[config.mk]
export PLATFORM = sky130hd
export DESIGN_NAME = ctr_xor_engine
export DESIGN_NICKNAME = d
export VERILOG_FILES = /design/src/rtl/ccm_pkg.sv /design/src/rtl/ccm_ctr_gen.sv /design/src/rtl/ctr_xor_engine.sv
export SDC_FILE = /design/constraint.sdc
export NUM_CORES = 1
export LEC_CHECK = 0
export ABC_AREA = 1
export CAP_MARGIN = 20
export CORE_MARGIN = 2
export CORE_UTILIZATION = 47
export CTS_CLUSTER_DIAMETER = 100
export DETAILED_ROUTE_END_ITERATION = 10
export HOLD_SLACK_MARGIN = 0.08
export PLACE_DENSITY = 0.8
export SETUP_SLACK_MARGIN = 0.05
export SYNTH_ARGS = -nofsm -noshare
export SYNTH_HDL_FRONTEND = slang
export SYNTH_SLANG_ARGS = --single-unit
[constraint.sdc]
create_clock -name clk -period 2.1 [get_ports clk]
set_input_delay 0.21 -clock clk [delete_from_list [all_inputs] [get_ports clk]]
set_output_delay 0.21 -clock clk [all_outputs]
set_load 0.005 [all_outputs]
[src/rtl/ccm_pkg.sv]
// Shared definitions for the CTR-mode XOR engine: block width and FSM state encoding.
package ccm_pkg;

    localparam int unsigned BLOCK_WIDTH = 128;

    typedef enum logic [1:0] {
        IDLE,
        REQ,
        STREAM,
        DRAIN
    } state_t;

endpackage

[src/rtl/ccm_ctr_gen.sv]
// Counter-block generator: latches flag/nonce, owns the block counter and its sticky wrap flag.
module ccm_ctr_gen
    import ccm_pkg::*;
#(
    parameter int unsigned WIDTH_FLAG  = 8,
    parameter int unsigned WIDTH_NONCE = 104,
    parameter int unsigned WIDTH_COUNT = 16
) (
    input  logic                   clk,
    input  logic                   reset,
    input  logic                   load,
    input  logic                   inc,
    input  logic [WIDTH_FLAG-1:0]  flag,
    input  logic [WIDTH_NONCE-1:0] nonce,
    output logic [BLOCK_WIDTH-1:0] block,
    output logic                   wrap
);

    logic [WIDTH_FLAG-1:0]  flag_q;
    logic [WIDTH_NONCE-1:0] nonce_q;
    logic [WIDTH_COUNT-1:0] count_q;

    always_ff @(posedge clk) begin
        if (reset) begin
            flag_q  <= '0;
            nonce_q <= '0;
            count_q <= WIDTH_COUNT'(1);
            wrap    <= 1'b0;
        end else if (load) begin
            flag_q  <= flag;
            nonce_q <= nonce;
            count_q <= WIDTH_COUNT'(1);
        end else if (inc) begin
            count_q <= count_q + WIDTH_COUNT'(1);
            // wrap is sticky across messages; only reset clears it
            if (&count_q)
                wrap <= 1'b1;
        end
    end

    assign block = {flag_q, nonce_q, count_q};

endmodule

[src/rtl/ctr_xor_engine.sv]
// CTR-mode XOR engine: fetches keystream blocks from an external AES core and XORs them onto a byte-length-bounded lane stream.
module ctr_xor_engine
    import ccm_pkg::*;
#(
    parameter int unsigned WIDTH       = 8,
    parameter int unsigned WIDTH_NONCE = 104,
    parameter int unsigned WIDTH_FLAG  = 8,
    parameter int unsigned WIDTH_COUNT = 16,
    parameter int unsigned WIDTH_LEN   = 16
) (
    input  logic                   clk,
    input  logic                   reset,
    input  logic                   start,
    input  logic [WIDTH_LEN-1:0]   msg_length,
    input  logic [WIDTH_NONCE-1:0] ctr_nonce,
    input  logic [WIDTH_FLAG-1:0]  ctr_flag,
    input  logic [WIDTH-1:0]       in_data,
    input  logic                   in_valid,
    output logic                   in_ready,
    output logic [WIDTH-1:0]       out_data,
    output logic                   out_valid,
    input  logic                   out_ready,
    output logic                   out_last,
    output logic                   ks_req,
    output logic [BLOCK_WIDTH-1:0] ks_block,
    input  logic                   ks_ack,
    input  logic [BLOCK_WIDTH-1:0] ks_data,
    output logic                   busy,
    output logic                   done,
    output logic                   ctr_wrap
);

    localparam int unsigned LANES = BLOCK_WIDTH / WIDTH;
    localparam int unsigned BYTES = WIDTH / 8;

    state_t                 state;
    logic [BLOCK_WIDTH-1:0] ks_q;
    logic [4:0]             lane_q;
    logic [WIDTH_LEN-1:0]   remaining;
    logic [BLOCK_WIDTH-1:0] ctr_block;
    logic [WIDTH-1:0]       lane_mask;
    logic                   ctr_load;
    logic                   ctr_inc;
    logic                   accept;
    logic                   final_lane;

    assign ctr_load   = (state == IDLE) && start && (msg_length != '0);
    assign ctr_inc    = ks_req && ks_ack;
    assign in_ready   = (state == STREAM) && (!out_valid || out_ready);
    assign accept     = in_valid && in_ready;
    assign final_lane = (remaining <= WIDTH_LEN'(BYTES));
    assign busy       = (state != IDLE);
    assign ks_block   = ks_req ? ctr_block : '0;

    // Byte 0 of a lane is its most-significant byte; bytes at or past the message end are zeroed.
    always_comb begin
        lane_mask = '0;
        for (int unsigned b = 0; b < BYTES; b++) begin
            if (WIDTH_LEN'(b) < remaining)
                lane_mask[WIDTH-1-8*b -: 8] = 8'hFF;
        end
    end

    ccm_ctr_gen #(
        .WIDTH_FLAG  (WIDTH_FLAG),
        .WIDTH_NONCE (WIDTH_NONCE),
        .WIDTH_COUNT (WIDTH_COUNT)
    ) u_ctr_gen (
        .clk   (clk),
        .reset (reset),
        .load  (ctr_load),
        .inc   (ctr_inc),
        .flag  (ctr_flag),
        .nonce (ctr_nonce),
        .block (ctr_block),
        .wrap  (ctr_wrap)
    );

    always_ff @(posedge clk) begin
        if (reset) begin
            state     <= IDLE;
            ks_q      <= '0;
            lane_q    <= '0;
            remaining <= '0;
            out_data  <= '0;
            out_valid <= 1'b0;
            out_last  <= 1'b0;
            ks_req    <= 1'b0;
            done      <= 1'b0;
        end else begin
            done <= 1'b0;
            // A taken output frees the register; a same-cycle accept below overrides this.
            if (out_valid && out_ready) begin
                out_valid <= 1'b0;
                out_last  <= 1'b0;
            end
            case (state)
                IDLE: begin
                    if (start) begin
                        if (msg_length == '0) begin
                            done <= 1'b1;
                        end else begin
                            remaining <= msg_length;
                            lane_q    <= '0;
                            ks_req    <= 1'b1;
                            state     <= REQ;
                        end
                    end
                end
                REQ: begin
                    if (ks_req && ks_ack) begin
                        ks_q   <= ks_data;
                        ks_req <= 1'b0;
                        lane_q <= '0;
                        state  <= STREAM;
                    end
                end
                STREAM: begin
                    if (accept) begin
                        out_data  <= (in_data ^ ks_q[BLOCK_WIDTH-1 -: WIDTH]) & lane_mask;
                        out_valid <= 1'b1;
                        out_last  <= final_lane;
                        if (final_lane) begin
                            remaining <= '0;
                            ks_q      <= '0;
                            state     <= DRAIN;
                        end else begin
                            remaining <= remaining - WIDTH_LEN'(BYTES);
                            ks_q      <= ks_q << WIDTH;
                            if (lane_q == 5'(LANES - 1)) begin
                                ks_req <= 1'b1;
                                state  <= REQ;
                            end else begin
                                lane_q <= lane_q + 5'd1;
                            end
                        end
                    end
                end
                DRAIN: begin
                    if (out_valid && out_ready) begin
                        done  <= 1'b1;
                        state <= IDLE;
                    end
                end
                default: state <= IDLE;
            endcase
        end
    end

endmodule

Word level (Yosys, flattened, before mapping)
Cells that the tools add are included.
{"block": "totals", "regBits": 292, "latchBits": 0, "ram_bits": 0, "rom_bits": 0, "in_bits": 270, "out_inout_bits": 143, "n_memories": 0}
{"block": "classes", "n_addsub": 3, "n_mul": 0, "div_mod_pow": 0, "n_lt_le_gt_ge": 2, "n_eq_ne": 13, "shifts": 0, "n_mux": 43, "bitwise_logic": 3, "reduce_logical": 23}
{"op": "128-bit 2-to-1 mux", "count": 4}
{"op": "128-bit case mux with 2 select lines", "count": 1}
{"op": "16-bit 2-to-1 mux", "count": 4}
{"op": "16-bit case mux with 2 select lines", "count": 1}
{"op": "5-bit 2-to-1 mux", "count": 6}
{"op": "18-bit AND reduction", "count": 1}
{"op": "16-bit by 1-bit adder with 16-bit output, second input constant", "count": 1}
{"op": "16-bit by 1-bit <= comparator with 1-bit output, second input constant", "count": 1}
{"op": "16-bit zero test", "count": 1}
{"op": "1-bit by 16-bit less-than comparator with 1-bit output, first input constant", "count": 1}
{"op": "16-bit nonzero test", "count": 1}
{"op": "16-bit by 1-bit subtractor with 16-bit output, second input constant", "count": 1}
{"op": "1-bit 2-to-1 mux", "count": 15}
{"op": "5-bit case mux with 3 select lines", "count": 1}
{"op": "2-bit 2-to-1 mux", "count": 7}
{"op": "2-bit inequality test, second input constant", "count": 7}
{"op": "7-bit AND reduction", "count": 2}
{"op": "8-bit bitwise AND", "count": 1}
{"op": "8-bit 2-to-1 mux", "count": 1}
{"op": "2-bit case mux with 4 select lines", "count": 1}
{"op": "8-bit bitwise XOR", "count": 1}
{"op": "1-bit logical AND", "count": 6}
{"op": "6-bit AND reduction", "count": 1}
{"op": "2-bit nonzero test", "count": 3}
{"op": "17 further kinds", "count": 18}

Logic depth before layout (Yosys ltp)
Gate-level depths: netlist (run 1).
{"block": "logic_depth", "depth_word": 6, "ltp_mapped": 12, "mapped_depth_nobuf": 12}

By module
From an unflattened synthesis (run 1), not the netlist that was laid out.
{"block": "unflattened", "hier_cells": 1916, "area_unflattened_um2": 13520.5}
{"mod": "ctr_xor_engine", "instances": 1, "cells_per_inst": 1307, "area_per_inst_um2": 8578.2, "seq_area_each_um2": 3263.1}
{"mod": "ccm_ctr_gen", "instances": 1, "cells_per_inst": 609, "area_per_inst_um2": 4942.2, "seq_area_each_um2": 2582.5}

Worst setup path before layout (run 1)
No wires, ideal clock.
{"block": "synth_path", "path_type": "register to register", "start": "register state[0]", "end": "register ks_q[127]", "arrival_time_ns": 1.590, "setup_slack_ns": 0.376, "path_stages_with_launch": 8, "path_buffers": 3, "period_less_slack_ns": 1.724, "cell_sequence": "dfxtp_1 inv_1 ha_1 buf_2 a21oi_2 buf_2 clkbuf_1 a31oi_1"}
{"block": "synth_between", "elab_chain_cells": 5, "elab_cells_between_ends": 9}
{"element": "start, declared", "line": "ctr_xor_engine.sv:36", "rtl": "state_t state;"}
{"element": "start signal, assigned", "line": "ctr_xor_engine.sv:81", "rtl": "state <= IDLE;"}
{"element": "start signal, assigned", "line": "ctr_xor_engine.sv:106", "rtl": "state <= REQ;"}
{"element": "start signal, assigned", "line": "ctr_xor_engine.sv:115", "rtl": "state <= STREAM;"}
{"element": "2-bit equality test", "line": "ctr_xor_engine.sv:49, ctr_xor_engine.sv:97"}
{"element": "1-bit logical AND", "line": "ctr_xor_engine.sv:49", "rtl": "assign in_ready = (state == STREAM) && (!out_valid || out_ready);"}
{"element": "1-bit logical AND", "line": "ctr_xor_engine.sv:50", "rtl": "assign accept = in_valid && in_ready;"}
{"element": "2-bit inequality test (no line)"}
{"element": "3-bit AND reduction (no line)"}
{"element": "end signal, assigned", "line": "ctr_xor_engine.sv:112", "rtl": "ks_q <= ks_data;"}
{"element": "end signal, assigned", "line": "ctr_xor_engine.sv:129", "rtl": "ks_q <= ks_q << WIDTH;"}
{"element": "end, declared", "line": "ctr_xor_engine.sv:37", "rtl": "logic [BLOCK_WIDTH-1:0] ks_q;"}
Several ways; a longest one is shown, not always the timed one.
A chain may end at the register's enable or synchronous reset.

Final worst setup path (run 1)
{"block": "layout_path", "start": "register ks_req", "end": "output ks_block[30]"}
{"block": "layout_between", "elab_chain_cells": 1}
{"element": "start, declared", "line": "ctr_xor_engine.sv:24", "rtl": "output logic ks_req,"}
{"element": "start signal, assigned", "line": "ctr_xor_engine.sv:88", "rtl": "ks_req <= 1'b0;"}
{"element": "start signal, assigned", "line": "ctr_xor_engine.sv:105", "rtl": "ks_req <= 1'b1;"}
{"element": "start signal, assigned", "line": "ctr_xor_engine.sv:113", "rtl": "ks_req <= 1'b0;"}
{"element": "128-bit 2-to-1 mux", "line": "ctr_xor_engine.sv:53", "rtl": "assign ks_block = ks_req ? ctr_block : '0;"}
{"element": "end, declared", "line": "ctr_xor_engine.sv:25", "rtl": "output logic [BLOCK_WIDTH-1:0] ks_block,"}
No other way between the ends.

==> impl_metrics.json, run 1 <==
{
  "drt-initial-drc-count": 1083,
  "power.share.clock": 0.258,
  "cp_max_fo": 25,
  "end_kind": "primary output",
  "ys_types": 32,
  "grt_max_degree": 135,
  "clock-sinks": 292,
  "grt-ovfl-total": 0,
  "dieWidth_um": 172,
  "vias": 14400,
  "max_freq_mhz": 483,
  "setup_viol": 0,
  "critPathRequiredTime_ns": 1.89,
  "reg2reg_depth": 9,
  "irDropWorstVdd_mv": 0.756,
  "hold_path.startpoint": "reset",
  "synth_seq_cells": 292,
  "nFillCells": 2196,
  "firstDrtPassIters": 5,
  "gp_congestion": 0.845,
  "swShare": 0.361,
  "drcViolationCount": 0,
  "die_area_mm2": 0.0297,
  "layout_commonest_cell": "nand2_1",
  "finalHoldViolations": 0,
  "seq_area_frac_synth": 0.439,
  "rsz0062_at_grt": "yes",
  "insertion_delay_ns": 0.52,
  "rows": 61,
  "p_int_mw": 14.8,
  "period_share": 0.986,
  "instances_no_fill": 2707,
  "final_cell_mix": "nand2_1, clkdlybuf4s50_1, dfxtp_1",
  "root_buffer": "clkbuf_16",
  "netlist_instances": 1931,
  "cap_viol_max_count": 0,
  "power_frac_comb": 0.376,
  "grtUsageTotal": 0.273,
  "hold_path_depth": 3,
  "path_class": "reg -> out",
  "routed_via_density": 5.32,
  "final_area_mm2": 0.0194,
  "synthFlopType": "dfxtp_1",
  "fin_nets": 2583,
  "seq_power_share": 0.366,
  "period_minus_slack_ns": 2.07,
  "area_delta_synth_final_pct": 45.9,
  "initial_utilization": 0.478,
  "ctsHoldBuffers": 0,
  "ff2ff_setup_slack_ns": 0.14,
  "max_slew_margin": 0.526,
  "clkSlewWorstSetupHoldPaths_ns": 0.06,
  "async_reset_ff_frac": 0,
  "place_inst": 2628,
  "fin_util": 0.698,
  "outcome": "finished clean",
  "grt_pass1_wl_mm": 66.1,
  "avgSynthCellArea_um2": 6.90,
  "leakage_nw": 9.41,
  "h-tree-depth": 2,
  "min_to": "u_ctr_gen.flag_q[7]",
  "rr_endpoint": "ks_q[9]",
  "grt_pass1_vias": 13400,
  "cts_made_buffers": 34,
  "die_h_um": 172,
  "yosys_warnings": 0,
  "cp-start-kind": "flip-flop",
  "synth.cell_area_mm2": 0.0133,
  "wl_per_cell_um": 15.9,
  "drt_wl_total_mm": 43.1,
  "fp.coreArea_mm2": 0.0279,
  "antenna_left": 0,
  "worstMarginPinSlew_ns": 0.711,
  "port-buffer-count": 412,
  "cts_tree": "built",
  "antenna_found_initial": 2,
  "synth_nets": 2211,
  "hold_class": "in -> reg",
  "power.density_mw_per_mm2": 1190,
  "power_switching_mw": 8.34,
  "drive_gt1_frac": 0.0790,
  "cts.path.max_buffers": 3,
  "place_area_mm2": 0.0179,
  "worstPathArrival_ns": 1.86,
  "boundaryPins": 413,
  "timing.hold.ws_ns": 0.262,
  "place_hpwl_mm": 28.7,
  "synth_edf_count": 0,
  "regToRegStartpoint": "state[1]",
  "maxSlewViolCount": 0,
  "skew_ns": 0.0202
}
-- cell type report --
class	count	area [µm²]	area share
Antenna cell	1	2.50	0.000129
Clock buffer	46	966	0.0497
Clock inverter	15	174	0.00895
Inverter	172	658	0.0339
Multi-Input combinational cell	1324	6260	0.322
Sequential cell	292	5850	0.301
Tap cell	378	473	0.0243
Timing Repair Buffer	479	5050	0.260
-- metal layers --
metal / GRT usage / vias up / wire length (µm)
li1: - / 7048 / -
met4: 0.123 / 4 / 1960
met2: 0.466 / 631 / 20500
met1: 0.328 / 6580 / 17200
met5: 0 / - / 27
met3: 0.0593 / 133 / 3450
-- registers in the layout (all words and copies together) (netlist names) --
signal and count:
u_ctr_gen.nonce_q 104, ks_req 1, out_last 1, state 2
done 1, u_ctr_gen.flag_q 8, out_data 8, remaining 16
u_ctr_gen.count_q 16, u_ctr_gen.wrap 1, lane_q 5, out_valid 1
ks_q 128
-- repair_timing --
item,in CTS,in global routing
endpoints found under the hold margin,0,0
setup buffers,3,8
resized for setup,45,125
pin swaps,0,2
setup endpoints to repair,116,222
cloned,3,3
-- kinds of logic after synthesis --
family,share of synthesized area
simple gates,0.258
compound gates,0.181
buf+inv,0.0988
flops,0.439
xor+xnor,0.0145
fa+ha+maj,0.00939
-- how the worst max path moves through the flow --
stage,start,to,slack [ns],cells after the start
after detailed placement,msg_length[4],u_ctr_gen.nonce_q[28],-0.09,9
after global routing,ks_req,ks_block[33],-0.05,4
after floorplan,state[0],ks_q[127],0.38,7
after CTS,ks_req,ks_block[125],-0.02,4
after global placement,msg_length[4],u_ctr_gen.nonce_q[59],-0.04,9
final,ks_req,ks_block[30],0.03,4
-- synthesized netlist by cell type (4+ instances only) --
master	count	area, µm²
a211oi_1	8	60.1
a21oi_1	156	781
a31oi_1	120	751
buf_1	9	33.8
buf_2	42	210
buf_4	4	30.0
buf_6	9	101
clkbuf_1	79	297
dfxtp_1	292	5850
ha_1	10	125
inv_1	169	634
nand2_1	601	2260
nand3_1	139	696
nand4_1	4	25.0
nor2_1	76	285
nor2_2	4	25.0
nor3_1	9	45.0
nor3b_1	4	30.0
o21ai_0	122	611
o21ai_1	34	170
xor2_1	19	166
-- power groups by stage --
stage,clock [mW],combinational [mW],sequential (mW)
after floorplan,0,5.41,8.21
after global placement,0,7.72,8.47
after detailed placement,0,7.92,8.53
after CTS,6.04,8.27,8.44
after global routing,6.29,9.66,8.66
final,5.96,8.69,8.46
-- through the flow --
step	setup TNS, ns	power, mW	setup slack (ns)
final	0	23.1	0.0297
after global routing	-0.320	24.6	-0.0506
after CTS	-0.391	22.7	-0.0241
after detailed placement	-5.55	16.5	-0.0943
after global placement	-1.84	16.2	-0.0420
after floorplan	0	13.6	0.376
-- worst max-delay path, stage by stage, from the launching register on --
cell,delay [ns]
dfxtp_4,0.40
bufbuf_16,0.32
nand2_1,0.08
inv_1,0.06
clkdlybuf4s50_1,0.49
Power figures use the tool's default switching activity.
==> inputs of run 2 (changes only) <==
--- a/config.mk
+++ b/config.mk
@@ -17,3 +17,4 @@
 export SYNTH_ARGS = -nofsm -noshare
 export SYNTH_HDL_FRONTEND = slang
 export SYNTH_SLANG_ARGS = --single-unit
+export TNS_END_PERCENT = 50
==> run 2 against run 1 <==
Net effect: worst hold slack worse by 0.0067 ns; critical path depth did not move; utilization fell by 0.067 points; die area is the same; first-iteration DRC count up 5.2%.
==> impl_metrics.json, run 2 (same netlist as run 1, synthesis figures left out) <==
{
  "cap_viol_max_count": 0,
  "cp-endpoint": "ks_block[30]",
  "vias": 14400,
  "antenna_left": 0,
  "clkSlewWorstSetupHoldPaths_ns": 0.06,
  "final_cell_mix": "nand2_1, clkdlybuf4s50_1, dfxtp_1",
  "nFillCells": 2204,
  "dieWidth_um": 172,
  "die_area_mm2": 0.0297,
  "final_area_mm2": 0.0194,
  "fin_util": 0.697,
  "place_hpwl_mm": 28.7,
  "layout_commonest_cell": "nand2_1",
  "cts_tree": "built",
  "grt_max_degree": 135,
  "grt_pass1_vias": 13400,
  "rr_endpoint": "ks_q[13]",
  "place_area_mm2": 0.0179,
  "max_freq_mhz": 484,
  "outcome": "finished clean",
  "critPathRequiredTime_ns": 1.89,
  "grtUsageTotal": 0.273,
  "root_buffer": "clkbuf_16",
  "grt_pass1_wl_mm": 66.1,
  "cp-start-kind": "flip-flop",
  "cp_max_fo": 25,
  "initial_utilization": 0.478,
  "drt-initial-drc-count": 1139,
  "period_share": 0.984,
  "rows": 61,
  "period_minus_slack_ns": 2.07,
  "place_inst": 2628,
  "cts_made_buffers": 34,
  "hold_class": "in -> reg",
  "firstDrtPassIters": 5,
  "clock-sinks": 292,
  "insertion_delay_ns": 0.52,
  "grt-ovfl-total": 0,
  "worstMarginPinSlew_ns": 0.722,
  "fin_nets": 2578,
  "die_h_um": 172,
  "instances_no_fill": 2702,
  "worstPathArrival_ns": 1.86,
  "routed_via_density": 5.33,
  "drt_wl_total_mm": 42.9,
  "largest_reg_flops": 128,
  "reg2reg_depth": 9,
  "wl_per_cell_um": 15.9,
  "maxSlewViolCount": 0,
  "rsz0062_at_grt": "yes",
  "cts.path.max_buffers": 3,
  "boundaryPins": 413,
  "largestRegisters": "ks_q (128), u_ctr_gen.nonce_q (104)",
  "port-buffer-count": 412,
  "ff2ff_setup_slack_ns": 0.16,
  "finalHoldViolations": 0,
  "crit_path_start": "ks_req",
  "fp.coreArea_mm2": 0.0279,
  "max_slew_margin": 0.519,
  "antenna_found_initial": 2,
  "end_kind": "primary output",
  "h-tree-depth": 2,
  "drcViolationCount": 0,
  "regToRegStartpoint": "state[1]",
  "largest-register": "ks_q",
  "leakage_nw": 9.43,
  "path_class": "reg -> out",
  "drive_gt1_frac": 0.0637,
  "timing.hold.ws_ns": 0.255,
  "skew_ns": 0.0231,
  "area_delta_synth_final_pct": 45.7,
  "power.density_mw_per_mm2": 1180,
  "irDropWorstVdd_mv": 0.719,
  "gp_congestion": 0.845,
  "setup_viol": 0
}
==> run 2: worst min path at each step <==
| stage | start | endpoint | slack [ns] | cells after the start |
|---|---|---|---|---|
| after floorplan | ks_data[6] | ks_q[6] | 0.36 | 2 |
| after global placement | u_ctr_gen.nonce_q[16] | u_ctr_gen.nonce_q[16] | 0.45 | 2 |
| after detailed placement | u_ctr_gen.nonce_q[74] | u_ctr_gen.nonce_q[74] | 0.45 | 2 |
| after CTS | ks_data[109] | ks_q[109] | 0.25 | 3 |
| after global routing | ks_data[102] | ks_q[102] | 0.27 | 3 |
| final | reset | u_ctr_gen.flag_q[7] | 0.26 | 3 |
==> run 2: per-layer routing <==
| metal | track usage | share of wire | up-vias |
|---|---|---|---|
| met5 | 0 | 0.00063 | - |
| met3 | 0.0593 | 0.080 | 128 |
| met4 | 0.123 | 0.044 | 4 |
| li1 | - | - | 7042 |
| met1 | 0.328 | 0.40 | 6581 |
| met2 | 0.466 | 0.47 | 646 |
==> run 2: layout make-up <==
cell class              instances  area, µm²  area share
diodes                          1       2.50    0.000129
clock buffers                  46        966      0.0497
clock inverters                15        174     0.00895
inverters                     172        658      0.0339
multi-input cells            1324       6220       0.320
flip-flops and latches        292       5850       0.301
well taps                     378        473      0.0244
repair buffers                474       5080       0.261
==> run 2: critical path, cell delays in order, from the launching register on <==
cell and delay [ns]:
dfxtp_4 0.40, bufbuf_16 0.32, nand2_1 0.08, inv_1 0.06
clkdlybuf4s50_1 0.49
==> run 2: repair_timing <==
action	CTS	global route
gates resized for setup	45	57
buffers inserted	3	3
setup endpoints to repair	116	222
cloned	3	3
hold buffers	0	0
==> run 2: through the flow <==
| stage | power, mW | worst slack (ns) | setup TNS, ns |
|---|---|---|---|
| after detailed placement | 16.5 | -0.0943 | -5.55 |
| after global placement | 16.2 | -0.0420 | -1.84 |
| after floorplan | 13.6 | 0.376 | 0 |
| after CTS | 22.7 | -0.0241 | -0.391 |
| final | 23.0 | 0.0346 | 0 |
| after global routing | 24.5 | -0.0506 | -0.318 |
==> run 2: power by group <==
part           switching (mW)  internal [mW]  total [mW]  leakage (nW)
clock                    2.35           3.62        5.97         0.561
combinational            4.86           3.70        8.56          6.47
sequential               1.07           7.38        8.45          2.40
